--- src/rtl/hilo_muldiv_unit.sv ---
// rtl/hilo_muldiv_unit.sv - HI/LO register unit with one-cycle multiply and restoring divide
module hilo_muldiv_unit #(
    parameter int W = 32
) (
    input  logic         clk,
    input  logic         rst,
    input  logic         op_valid,
    input  logic [2:0]   op,
    input  logic [W-1:0] src_a,
    input  logic [W-1:0] src_b,
    input  logic         flush,
    output logic         op_ready,
    output logic         busy,
    output logic         done,
    input  logic         rd_sel,
    output logic [W-1:0] rd_data
);
    localparam int CW = $clog2(W);

    typedef enum logic [1:0] {S_IDLE, S_MUL, S_DIV_ITER, S_DIV_FIX} state_t;

    state_t        state_q, state_d;
    logic [W-1:0]  hi_q, hi_d, lo_q, lo_d;
    logic [W-1:0]  a_q, a_d, b_q, b_d;
    logic [W-1:0]  q_q, q_d, r_q, r_d, d_q, d_d;
    logic [CW-1:0] cnt_q, cnt_d;
    logic          sgn_q, sgn_d, negq_q, negq_d, negr_q, negr_d, dz_q, dz_d;
    logic          done_q, done_d;

    logic          accept;
    logic          div_signed;
    logic [W-1:0]  abs_a, abs_b;
    logic [2*W-1:0] ext_a, ext_b, prod;
    logic [W:0]    rem_sh, diff;

    assign busy     = (state_q != S_IDLE);
    assign op_ready = !busy && !flush;
    assign done     = done_q;
    assign accept   = op_valid && op_ready;

    // Bypass is gated by reset so rd_data reads zero while rst is low.
    always_comb begin
        rd_data = rd_sel ? hi_q : lo_q;
        if (accept && rst) begin
            if (op == 3'd0 && rd_sel)  rd_data = src_a;
            if (op == 3'd1 && !rd_sel) rd_data = src_a;
        end
    end

    always_comb begin
        div_signed = (op == 3'd4);
        abs_a = (div_signed && src_a[W-1]) ? -src_a : src_a;
        abs_b = (div_signed && src_b[W-1]) ? -src_b : src_b;
        ext_a = sgn_q ? {{W{a_q[W-1]}}, a_q} : {{W{1'b0}}, a_q};
        ext_b = sgn_q ? {{W{b_q[W-1]}}, b_q} : {{W{1'b0}}, b_q};
        prod  = ext_a * ext_b;
        rem_sh = {r_q, q_q[W-1]};
        diff   = rem_sh - {1'b0, d_q};
    end

    always_comb begin
        state_d = state_q;
        hi_d    = hi_q;
        lo_d    = lo_q;
        a_d     = a_q;
        b_d     = b_q;
        q_d     = q_q;
        r_d     = r_q;
        d_d     = d_q;
        cnt_d   = cnt_q;
        sgn_d   = sgn_q;
        negq_d  = negq_q;
        negr_d  = negr_q;
        dz_d    = dz_q;
        done_d  = 1'b0;

        unique case (state_q)
            S_IDLE: begin
                if (accept) begin
                    case (op)
                        3'd0: hi_d = src_a;
                        3'd1: lo_d = src_a;
                        3'd2, 3'd3: begin
                            a_d     = src_a;
                            b_d     = src_b;
                            sgn_d   = (op == 3'd2);
                            state_d = S_MUL;
                        end
                        3'd4, 3'd5: begin
                            a_d     = src_a;
                            q_d     = abs_a;
                            d_d     = abs_b;
                            r_d     = '0;
                            cnt_d   = CW'(W - 1);
                            negq_d  = div_signed && (src_a[W-1] ^ src_b[W-1]);
                            negr_d  = div_signed && src_a[W-1];
                            dz_d    = (src_b == '0);
                            state_d = S_DIV_ITER;
                        end
                        default: ;
                    endcase
                end
            end
            S_MUL: begin
                {hi_d, lo_d} = prod;
                done_d  = 1'b1;
                state_d = S_IDLE;
            end
            S_DIV_ITER: begin
                // Restoring step: keep the trial subtraction only when it does not borrow.
                if (!diff[W]) begin
                    r_d = diff[W-1:0];
                    q_d = {q_q[W-2:0], 1'b1};
                end else begin
                    r_d = rem_sh[W-1:0];
                    q_d = {q_q[W-2:0], 1'b0};
                end
                if (cnt_q == '0) state_d = S_DIV_FIX;
                else             cnt_d   = cnt_q - 1'b1;
            end
            S_DIV_FIX: begin
                if (dz_q) begin
                    lo_d = '1;
                    hi_d = a_q;
                end else begin
                    lo_d = negq_q ? -q_q : q_q;
                    hi_d = negr_q ? -r_q : r_q;
                end
                done_d  = 1'b1;
                state_d = S_IDLE;
            end
            default: state_d = S_IDLE;
        endcase

        if (flush) begin
            state_d = S_IDLE;
            hi_d    = hi_q;
            lo_d    = lo_q;
            done_d  = 1'b0;
        end
    end

    always_ff @(posedge clk or negedge rst) begin
        if (!rst) begin
            state_q <= S_IDLE;
            hi_q    <= '0;
            lo_q    <= '0;
            a_q     <= '0;
            b_q     <= '0;
            q_q     <= '0;
            r_q     <= '0;
            d_q     <= '0;
            cnt_q   <= '0;
            sgn_q   <= 1'b0;
            negq_q  <= 1'b0;
            negr_q  <= 1'b0;
            dz_q    <= 1'b0;
            done_q  <= 1'b0;
        end else begin
            state_q <= state_d;
            hi_q    <= hi_d;
            lo_q    <= lo_d;
            a_q     <= a_d;
            b_q     <= b_d;
            q_q     <= q_d;
            r_q     <= r_d;
            d_q     <= d_d;
            cnt_q   <= cnt_d;
            sgn_q   <= sgn_d;
            negq_q  <= negq_d;
            negr_q  <= negr_d;
            dz_q    <= dz_d;
            done_q  <= done_d;
        end
    end
endmodule

--- config.mk ---
export PLATFORM = sky130hd
export DESIGN_NAME = hilo_muldiv_unit
export DESIGN_NICKNAME = d
export VERILOG_FILES = /design/src/rtl/hilo_muldiv_unit.sv
export SDC_FILE = /design/constraint.sdc
export NUM_CORES = 2
export LEC_CHECK = 0
export CORE_MARGIN = 5
export CORE_UTILIZATION = 40
export DETAILED_ROUTE_END_ITERATION = 12
export PLACE_DENSITY_LB_ADDON = 0.3
export SLEW_MARGIN = 5
export SYNTH_ARGS = -nofsm -noshare
export SYNTH_HDL_FRONTEND = slang
export SYNTH_SLANG_ARGS = --single-unit
--- constraint.sdc ---
create_clock -name clk -period 10.21 [get_ports clk]
set_clock_uncertainty 0.1 [all_clocks]
set_input_delay 2.042 -clock clk [delete_from_list [all_inputs] [get_ports clk]]
set_output_delay 2.042 -clock clk [all_outputs]
set_load 0.05 [all_outputs]
==> run_results.csv <==
group,metric,value,unit
global_routing,grt_pass1_wl,335000,um
logic_synthesis,synth_nets,8812,
floorplanning,start_util,0.401,
logic_synthesis,yosysUniqueCellTypes,82,
worst_setup_path,cp_slowest_cell,"dfrtp_1",
logic_synthesis,syn_area_per_cell,9.10,um^2
floorplanning,io_pins,107,
drt,drcViolationCount,0,
logic_synthesis,ys_seq_area_frac,0.0931,
worst_setup_path,cp.required,10560,ps
clock_tree,htreeDepth,1,
clock_tree,cts_buffers,25,
worst_setup_path,path_max_fanout,26,
logic_synthesis,synth_edf_count,0,
global_routing,grt_max_degree,74,
layout,syn_to_final_growth,7.21,%
worst_setup_path,regToRegEndpoint,"hi_q[18]$_DFFE_PN0P_",
worst_setup_path,r2r_slack,430,ps
worst_setup_path,crit_path_start,"a_q[17]$_DFFE_PN0P_",
global_routing,grt_use_total,0.264,
sta,fin_crit_sh,0.958,
sta,setup_viol,0,
logic_synthesis,synthXorXnorAreaFrac,0.0351,
logic_synthesis,ys_ff_latch,236,
clock_tree,root_buffer,"clkbuf_16",
sta,worst_slew_pin_slew,1340,ps
logic_synthesis,synth.area.mux_share,0.0196,
sta,hold_violations,0,
logic_synthesis,synthCells,6972,
floorplanning,die_h,408,um
clock_tree,cts.sink_count,236,
worst_setup_path,cpPeakStageDelay,1040,ps
drt,drt_first_pass_iters,7,
worst_setup_path,arrival,10130,ps
logic_synthesis,synth_top_family_by_area,"adder cells",
floorplanning,rows,146,
outcome,status,"completed",
clock_tree,clk-insertion-delay-late,580,ps
drt,postRouteAntennaNets,0,
global_routing,grt_pass1_vias,52374,
global_routing,overflow,0,
worst_hold_path,hp-class,"flip-flop to flip-flop",
clock_tree,cts_tree,"yes",
logic_synthesis,synthAdderAreaFrac,0.517,
layout,layout.nets,8745,
worst_setup_path,timing.rr.start,"a_q[17]$_DFFE_PN0P_",
layout,drive_gt1_frac,0.0467,
logic_synthesis,yosysWarnings,0,
sta,setup_tns,0,ps
layout,final_cell_mix,"inv_1, fa_1, nand2_1, and2_1, ha_1",
logic_synthesis,synthesis.area,63400,um^2
worst_setup_path,end_kind,"flip-flop",
floorplanning,die_area,167000,um^2
sta,grt_setup_unrepaired,"false",
drt,wirelength,216000,um
logic_synthesis,async_reset_ff_frac,1.00,
clock_tree,cts_setup_buffers,0,
placed_design,port-buffer-count,106,
drt,route.vias.total,47778,
drt,avgRoutedWirePerCell,24.0,um
placed_design,gp_congestion,0.998,
global_routing,antenna_found_initial,11,
clock_tree,cts_hold_buf,0,
placed_design,dp_hpwl,179000,um
worst_setup_path,ff2ff_path_depth,28,
logic_synthesis,synthSimpleGateAreaFrac,0.139,
worst_setup_path,start_kind,"flip-flop",
floorplanning,core,158000,um^2
floorplanning,die_w,408,um
sta,max_freq,0.102,GHz
layout,layout_commonest_cell,"inv_1",
worst_setup_path,crit_end,"hi_q[18]$_DFFE_PN0P_",
clock_tree,cts_buffer_depth,3,
drt,drtIter0Drc,3710,
worst_hold_path,worstHoldStart,"lo_q[1]$_DFFE_PN0P_",
clock_tree,clkTransAtPathRegs,70,ps
logic_synthesis,synth_compound_gate_area_share,0.0784,
worst_setup_path,cpMostUsedCell,"fa_1",
sta,slew_headroom,0.104,
logic_synthesis,synthFlopType,"dfrtp_1",
sta,drv_slew,0,
worst_setup_path,path_class,"flip-flop to flip-flop",
drt,via_per_inst,5.31,
clock_tree,post_cts_resized,0,
sta,fin_crit,9780,ps
job,cap_violations,0,
Yosys cell counts, types with 37 or more instances:
cell / instances / area [um^2]
inv_1: 1596 / 5990
fa_1: 1420 / 28400
nand2_1: 792 / 2970
and2_1: 577 / 3610
clkbuf_1: 361 / 1360
ha_1: 348 / 4350
dfrtp_1: 236 / 5910
o21ai_0: 236 / 1180
a21oi_1: 228 / 1140
nor2_1: 197 / 739
xnor2_1: 173 / 1520
xor2_1: 79 / 692
mux2_2: 59 / 664
mux2i_1: 58 / 581
a21o_1: 46 / 345
o21ai_1: 41 / 205
nor3_1: 38 / 190
a31oi_1: 37 / 231
nand3_1: 37 / 185
how the worst min path moves through the flow:
stage                            to  depth (start not counted)
2_1_floorplan   lo_q[1]$_DFFE_PN0P_                          2
3_3_place_gp    lo_q[1]$_DFFE_PN0P_                          2
3_5_place_dp    lo_q[1]$_DFFE_PN0P_                          2
4_1_cts         lo_q[1]$_DFFE_PN0P_                          2
5_1_grt        hi_q[27]$_DFFE_PN0P_                          2
6_report        lo_q[1]$_DFFE_PN0P_                          2
cell families after synthesis:
family,after synthesis
xor gates and xnor gates,253
DFF,236
adders and majority gates,1772
buffers and inverters,1975
AOI/OAI and AO/OA,812
and+or+nand+nor,1807
muxes,117
registers in the layout (all words and copies together), names as in the netlist:
| name | count |
|---|---|
| dz_q | 1 |
| hi_q | 32 |
| r_q | 32 |
| b_q | 32 |
| cnt_q | 5 |
| state_q | 2 |
| negr_q | 1 |
| d_q | 32 |
| done | 1 |
| q_q | 32 |
| a_q | 32 |
| lo_q | 32 |
| sgn_q | 1 |
| negq_q | 1 |
worst max-delay path, delay by kind of cell (launching register included):
kind | cells | cell delay [ps]
AO/OA/AOI/OAI | 5 | 1440
XOR/XNOR | 1 | 260
adder cells (fa/ha/maj) | 11 | 5050
buffers and inverters | 6 | 620
flip-flops | 1 | 1040
multiplexers | 1 | 310
AND/OR/NAND/NOR | 4 | 810
layer usage:
metal,track usage,part of all wire,vias to the layer above
met5,0,0.000060,-
met4,0.0994,0.048,2
met3,0.0538,0.087,364
met2,0.421,0.45,1908
met1,0.357,0.41,24723
li1,-,-,20781
metrics by stage:
stage	instance area, um^2	utilization	cells	hold slack, ps	setup WS [ps]
3_3_place_gp	67200	0.425	8950	358	503
2_1_floorplan	63400	-	6972	345	996
6_report	68000	0.430	9000	383	432
5_1_grt	68000	0.430	8994	401	64.6
3_5_place_dp	67200	0.425	8950	369	452
4_1_cts	68000	0.430	8994	385	441
cell type report:
type	count	area (um^2)
sequential	236	5920
inverter	1597	5990
fill	15462	90000
timing repair buffer	284	2560
multi-input combinational	4761	50100
tap	2072	2590
clock buffer	36	727
clock inverter	8	75.1
antenna	6	15.0
Power is left out: the tool's default activity adds up to more than one toggle a clock period on the data nets, which glitch-free logic cannot reach.
